`src/rtl/nn_cfg_loader_pkg.sv`:
```
// Shared constants, state encoding and index width helpers
// for the streaming layer configuration loader.
package nn_cfg_loader_pkg;

  localparam int NUM_NEURON_LAYER1 = 30;
  localparam int NUM_NEURON_LAYER2 = 30;
  localparam int NUM_NEURON_LAYER3 = 10;
  localparam int NUM_WEIGHT_LAYER1 = 784;
  localparam int NUM_WEIGHT_LAYER2 = 30;
  localparam int NUM_WEIGHT_LAYER3 = 30;

  localparam int DEF_NUM_LAYERS = 3;
  localparam int DEF_DATA_WIDTH = 32;

  localparam logic [47:0] DEF_LAYER_NEURONS = {
    16'(NUM_NEURON_LAYER3),
    16'(NUM_NEURON_LAYER2),
    16'(NUM_NEURON_LAYER1)
  };
  localparam logic [47:0] DEF_LAYER_WEIGHTS = {
    16'(NUM_WEIGHT_LAYER3),
    16'(NUM_WEIGHT_LAYER2),
    16'(NUM_WEIGHT_LAYER1)
  };

  localparam logic [1:0] S_IDLE   = 2'd0;
  localparam logic [1:0] S_WEIGHT = 2'd1;
  localparam logic [1:0] S_BIAS   = 2'd2;
  localparam logic [1:0] S_FINISH = 2'd3;

  typedef enum logic [1:0] {
    ST_IDLE   = S_IDLE,
    ST_WEIGHT = S_WEIGHT,
    ST_BIAS   = S_BIAS,
    ST_FINISH = S_FINISH
  } state_e;

  function automatic int max_field(
    input logic [255:0] vec,
    input int n
  );
    int m;
    m = 0;
    for (int i = 0; i < n; i++)
      if (int'(vec[16*i +: 16]) > m)
        m = int'(vec[16*i +: 16]);
    return m;
  endfunction

  // Bits needed to hold any value 0..maxval.
  function automatic int idx_w(input int maxval);
    return $clog2(maxval + 1);
  endfunction

  localparam int LAYER_IDX_W  = idx_w(DEF_NUM_LAYERS);
  localparam int NEURON_IDX_W =
    idx_w(max_field(256'(DEF_LAYER_NEURONS), DEF_NUM_LAYERS));
  localparam int WCNT_W       =
    idx_w(max_field(256'(DEF_LAYER_WEIGHTS), DEF_NUM_LAYERS));

endpackage

```
`src/rtl/nn_cfg_index_gen.sv`:
```
// Nested layer/neuron/word counters walking the image order:
// per neuron, W weight positions then one bias position.
module nn_cfg_index_gen
  import nn_cfg_loader_pkg::*;
#(
  parameter int NUM_LAYERS = DEF_NUM_LAYERS,
  parameter logic [16*NUM_LAYERS-1:0] LAYER_NEURONS =
    DEF_LAYER_NEURONS,
  parameter logic [16*NUM_LAYERS-1:0] LAYER_WEIGHTS =
    DEF_LAYER_WEIGHTS,
  parameter int LW = LAYER_IDX_W,
  parameter int NW = NEURON_IDX_W,
  parameter int WW = WCNT_W
) (
  input  logic          s_axi_aclk,
  input  logic          s_axi_aresetn,
  input  logic          clear,
  input  logic          advance,
  output logic [LW-1:0] layer,
  output logic [NW-1:0] neuron,
  output logic          is_last_weight,
  output logic          is_last_neuron,
  output logic          is_last_layer
);

  logic [WW-1:0] wcnt;
  logic [15:0]   cur_n;
  logic [15:0]   cur_w;
  logic          is_bias;

  for (genvar g = 0; g < NUM_LAYERS; g++) begin : g_chk
    if (LAYER_NEURONS[16*g +: 16] == 16'd0 ||
        LAYER_WEIGHTS[16*g +: 16] == 16'd0) begin : g_bad
      $error("nn_cfg_index_gen: layer %0d has zero size", g + 1);
    end
  end

  // Select the neuron/weight counts of the current layer.
  always_comb begin
    cur_n = '0;
    cur_w = '0;
    for (int i = 0; i < NUM_LAYERS; i++)
      if (layer == LW'(i + 1)) begin
        cur_n = LAYER_NEURONS[16*i +: 16];
        cur_w = LAYER_WEIGHTS[16*i +: 16];
      end
  end

  assign is_bias        = 32'(wcnt) == 32'(cur_w);
  assign is_last_weight = 32'(wcnt) == 32'(cur_w) - 32'd1;
  assign is_last_neuron = 32'(neuron) == 32'(cur_n) - 32'd1;
  assign is_last_layer  = layer == LW'(NUM_LAYERS);

  // Step one image position per accepted beat.
  always_ff @(posedge s_axi_aclk or negedge s_axi_aresetn) begin
    if (!s_axi_aresetn) begin
      layer  <= '0;
      neuron <= '0;
      wcnt   <= '0;
    end else if (clear) begin
      layer  <= LW'(1);
      neuron <= '0;
      wcnt   <= '0;
    end else if (advance) begin
      if (is_bias) begin
        wcnt <= '0;
        if (!is_last_neuron) begin
          neuron <= neuron + 1'b1;
        end else if (!is_last_layer) begin
          layer  <= layer + 1'b1;
          neuron <= '0;
        end
      end else begin
        wcnt <= wcnt + 1'b1;
      end
    end
  end

endmodule

```
`src/rtl/nn_cfg_loader.sv`:
```
// Streams a packed weight/bias image from a valid/ready source
// onto the per-layer configuration bus.
module nn_cfg_loader
  import nn_cfg_loader_pkg::*;
#(
  parameter int NUM_LAYERS = DEF_NUM_LAYERS,
  parameter int DATA_WIDTH = DEF_DATA_WIDTH,
  parameter logic [16*NUM_LAYERS-1:0] LAYER_NEURONS =
    DEF_LAYER_NEURONS,
  parameter logic [16*NUM_LAYERS-1:0] LAYER_WEIGHTS =
    DEF_LAYER_WEIGHTS
) (
  input  logic                  s_axi_aclk,
  input  logic                  s_axi_aresetn,
  input  logic                  start,
  input  logic                  abort,
  input  logic [DATA_WIDTH-1:0] cfg_data,
  input  logic                  cfg_valid,
  output logic                  cfg_ready,
  output logic [31:0]           config_layer_num,
  output logic [31:0]           config_neuron_num,
  output logic [DATA_WIDTH-1:0] weightValue,
  output logic                  weightValid,
  output logic [DATA_WIDTH-1:0] biasValue,
  output logic                  biasValid,
  output logic                  busy,
  output logic                  done,
  output logic [31:0]           words_loaded
);

  localparam int LW = idx_w(NUM_LAYERS);
  localparam int NW =
    idx_w(max_field(256'(LAYER_NEURONS), NUM_LAYERS));
  localparam int WW =
    idx_w(max_field(256'(LAYER_WEIGHTS), NUM_LAYERS));

  state_e        state;
  logic          accept;
  logic          idx_clear;
  logic [LW-1:0] layer_idx;
  logic [NW-1:0] neuron_idx;
  logic          last_w;
  logic          last_n;
  logic          last_l;

  assign cfg_ready = (state == ST_WEIGHT || state == ST_BIAS)
                   && !abort;
  assign accept    = cfg_valid && cfg_ready;
  assign busy      = state != ST_IDLE;
  assign idx_clear = state == ST_IDLE && start && !abort;

  nn_cfg_index_gen #(
    .NUM_LAYERS   (NUM_LAYERS),
    .LAYER_NEURONS(LAYER_NEURONS),
    .LAYER_WEIGHTS(LAYER_WEIGHTS),
    .LW           (LW),
    .NW           (NW),
    .WW           (WW)
  ) u_idx (
    .s_axi_aclk    (s_axi_aclk),
    .s_axi_aresetn (s_axi_aresetn),
    .clear         (idx_clear),
    .advance       (accept),
    .layer         (layer_idx),
    .neuron        (neuron_idx),
    .is_last_weight(last_w),
    .is_last_neuron(last_n),
    .is_last_layer (last_l)
  );

  // Load sequencer plus registered strobes, indices and beat count.
  always_ff @(posedge s_axi_aclk or negedge s_axi_aresetn) begin
    if (!s_axi_aresetn) begin
      state             <= ST_IDLE;
      weightValid       <= 1'b0;
      biasValid         <= 1'b0;
      done              <= 1'b0;
      config_layer_num  <= '0;
      config_neuron_num <= '0;
      weightValue       <= '0;
      biasValue         <= '0;
      words_loaded      <= '0;
    end else begin
      weightValid <= 1'b0;
      biasValid   <= 1'b0;
      done        <= 1'b0;
      if (accept) begin
        config_layer_num  <= 32'(layer_idx);
        config_neuron_num <= 32'(neuron_idx);
        if (state == ST_WEIGHT) begin
          weightValid <= 1'b1;
          weightValue <= cfg_data;
        end else begin
          biasValid <= 1'b1;
          biasValue <= cfg_data;
        end
        if (words_loaded != '1)
          words_loaded <= words_loaded + 32'd1;
      end
      if (abort) begin
        state <= ST_IDLE;
      end else begin
        unique case (state)
          ST_IDLE: begin
            if (start) begin
              state        <= ST_WEIGHT;
              words_loaded <= '0;
            end
          end
          ST_WEIGHT: begin
            if (accept && last_w)
              state <= ST_BIAS;
          end
          ST_BIAS: begin
            if (accept)
              state <= (last_n && last_l) ? ST_FINISH
                                          : ST_WEIGHT;
          end
          ST_FINISH: begin
            done  <= 1'b1;
            state <= ST_IDLE;
          end
          default: state <= ST_IDLE;
        endcase
      end
    end
  end

endmodule
```
`config.mk`:
```
export PLATFORM = sky130hd
export DESIGN_NAME = nn_cfg_loader
export DESIGN_NICKNAME = d
export VERILOG_FILES = /design/src/rtl/nn_cfg_loader_pkg.sv /design/src/rtl/nn_cfg_index_gen.sv /design/src/rtl/nn_cfg_loader.sv
export SDC_FILE = /design/constraint.sdc
export NUM_CORES = 1
export LEC_CHECK = 0
export CORE_UTILIZATION = 47
export DETAILED_ROUTE_END_ITERATION = 16
export HOLD_SLACK_MARGIN = 0.12
export PLACE_DENSITY = 0.81
export SLEW_MARGIN = 20
export SYNTH_ARGS = -nofsm -noshare
export SYNTH_HDL_FRONTEND = slang
export SYNTH_HIERARCHICAL = 1
export SYNTH_SLANG_ARGS = --single-unit
```
`constraint.sdc`:
```
create_clock -name s_axi_aclk -period 3.4 [get_ports s_axi_aclk]
set_input_delay 0.34 -clock s_axi_aclk [delete_from_list [all_inputs] [get_ports s_axi_aclk]]
set_output_delay 0.34 -clock s_axi_aclk [all_outputs]
set_load 0.03 [all_outputs]
```
==> qor.csv <==
metric,value,unit
clock_path_buffers,2,
first_iter_violations,419,
setup-tns-final,0,ps
areaGrowthSynthToFinish,31.0,%
cts_h_tree_lvls,4,
ys_types,67,
track_usage,21.7,%
antenna_found_initial,0,
worstHoldPathType,flip-flop to flip-flop,
slew_viol_final,0,
cellLeakagePower,0.00363,µW
final.setup.worst_slack,813,ps
final_core_utilization,62.9,%
die-height,118,µm
maximum_number_of_pins_on_one_net_before_global_route_repair,58,
drive_above_1_share,15.9,%
rsz0062_at_grt,no,
post-cts-setup-buffer-count,0,
final_period_minus_worst_setup_slack,2590,ps
outcome,completed,
timing.critical_path.cells,inv_1 > ha_1 > nand3b_1 > clkinv_1 > buf_4 > and2b_1 > o21ai_2 > a2111oi_0 > nor3_1,
timing.critical_path.depth,9,
area_of_the_multi_input_gates,0.00284,mm²
final_min_period_over_clock_period,76.1,%
p_per_area,770,mW/mm²
synth_top_area_cell,dfrtp_1,
critical_path.slowest_cell,dfrtp_1,
hold_violations,0,
cp_buf_inv_count,3,
die-area,0.0140,mm²
timing_worst_setup_path_type,flip-flop to flip-flop,
worstPathArrival,2910,ps
finalClockSkew,5.55,ps
worst_setup_path_end_kind,flip-flop,
fin_total_pwr,6420,µW
syn_area,0.00636,mm²
number_of_standard_cells_after_synthesis,587,
number_of_buffers_added_by_the_clock_tree_synthesis_step,17,
cts_tree,done,
place.gp.congestion,0.899,
coreArea,0.0132,mm²
seqCellArea,0.00313,mm²
reg2regPathDepth,9,
fraction_of_registers_with_async_set_reset,100,%
yosys.area.top_type_share,49.2,%
clock_tree.root_cell,clkbuf_16,
dp_hpwl,10400,µm
drv_cap,0,
drtAntennaViolNets,0,
initial_cell_density_of_the_core,48.0,%
ys_seq_area_share,49.2,%
postSynthRegisterBits,125,
worst-path-max-fanout,15,
std_cell_rows,42,
insertion_delay,410,ps
yosys-top-cells-area,"dfrtp_1 (49%), mux2_2 (11%), buf_4 (7.0%)",
drt-wirelength-per-cell,15.7,µm
postSynthAreaPerCell,10.8,µm²
synth.yosys.warnings,6,
report.final.setup_viol,0,
holdPathStages,2,
top_level_ports,202,
yosysMostFrequentCell,dfrtp_1,
timing.critical_path.required,3720,ps
hold_path.startpoint,config_layer_num[1],
synth-main-ff-cell,dfrtp_1,
synth_top_cells_by_count,"dfrtp_1 (125), mux2_2 (64), buf_4 (59)",
die_boundary_width,118,µm
vias,4910,
power.ir.vdd_worst,0.564,mV
antenna_cells_inserted,0,
wirelength,14500,µm
drt_drc_violations_left,0,
max_slew_margin,28.1,%
io_buffers,144,
cts.sinks,125,
pre_cts_slack,773,ps
layout.nets,783,
worst_tran_pin_value,1070,ps
clkSlewWorstSetupHoldPaths,60,ps
critical_path_start,state[0],
max_freq,387,MHz
timing.critical_path.slowest_cell_delay,450,ps
critical-path-top-delay-family,buffers and inverters,
detail_route.vias_per_cell,5.31,
start_kind,flip-flop,
synth_edf_count,0,
via_count_of_the_first_global_routing_pass,4950,
layout.filler_cells,1048,
global_route.overflow_total,0,
rr_startpoint,state[0],
detail_route.first_pass.iterations,4,
global_route_wire_length_before_repair,23900,µm
-- per-layer routing --
metal,vias up,GRT usage (%),part of all wire (%)
met4,0,9.46,2.5
met1,2419,24.9,39
li1,2292,-,-
met2,169,37.6,53
met3,30,6.23,5.9
met5,-,0,0
-- path summary, 6_finish.rpt --
path / to / slack (ps)
min in group asynchronous: words_loaded[19] / 540
setup / recovery: u_idx/neuron[0] / 810
hold reg to reg: config_layer_num[1] / 480
setup reg to reg: u_idx/neuron[0] / 810
hold / removal: config_layer_num[1] / 480
max in group asynchronous: biasValue[14] / 2060
-- logic make-up (layout without fill, tap and decap cells) --
family	count (synthesis)	in the layout	synth area share (%)
AND/OR/NAND/NOR	188	188	16.5
other	1	57	0.0590
XOR/XNOR	16	16	2.20
AO/OA/AOI/OAI	83	83	8.44
adder cells (fa/ha/maj)	11	11	2.16
multiplexers	68	68	12.0
flip-flops	125	125	49.2
buffers and inverters	95	200	9.52
-- state kept, by name (all words and copies together) (netlist names) --
register           flops
biasValid              1
biasValue             32
config_layer_num       2
config_neuron_num      5
done                   1
state                  2
u_idx/layer            2
u_idx/neuron           5
u_idx/wcnt            10
weightValid            1
weightValue           32
words_loaded          32
-- placed cells by master (no fill, tap or decap), drive strengths merged, types with 6 or more instances in the layout --
cell type and n:
ha 11, conb 57, a21oi 27, o31ai 7, nor3 16, mux2 64, dfrtp 125, nor4 7
nand2 50, clkinv 8, buf 11, clkdlybuf4s50 143, o21ai 19, or4 6, and4 8, nor2 20
inv 13, a31oi 6, nand2b 8, or3 21, nand4 12, xnor2 11, clkbuf 20, nand3 21
-- what timing repair did --
item	CTS	global route
hold endpoints to repair	55	0
hold buffers	1	0
resized for setup	0	0
-- worst min-delay path, cell delays in order (launching register included) --
cell and delay (ps):
dfrtp_1 340, nand2_1 50, nand2_1 60
-- stage by stage --
| stage | instance area [µm²] | hold slack [ps] | instances |
|---|---|---|---|
| 5_1_grt | 8330 | 509 | 924 |
| 3_5_place_dp | 7760 | 443 | 891 |
| 3_3_place_gp | 7760 | 434 | 891 |
| 6_report | 8330 | 476 | 924 |
| 2_1_floorplan | 6570 | 44.4 | 643 |
| 4_1_cts | 8330 | 483 | 924 |
-- area by class of cell --
cell class	count	share of cell area, %
Multi-Input combinational cell	423	34.1
Clock inverter	12	1.38
Sequential cell	125	37.5
Clock buffer	20	5.36
Tap cell	176	2.64
Inverter	13	0.585
Timing Repair Buffer	155	18.4
-- power breakdown --
| part | internal, µW | switching, µW | total, µW |
|---|---|---|---|
| clock network | 1030 | 663 | 1690 |
| logic | 1110 | 1450 | 2560 |
| registers | 1900 | 265 | 2170 |
| total | 4040 | 2380 | 6420 |
Note: power is estimated with default switching activity, not from simulation.
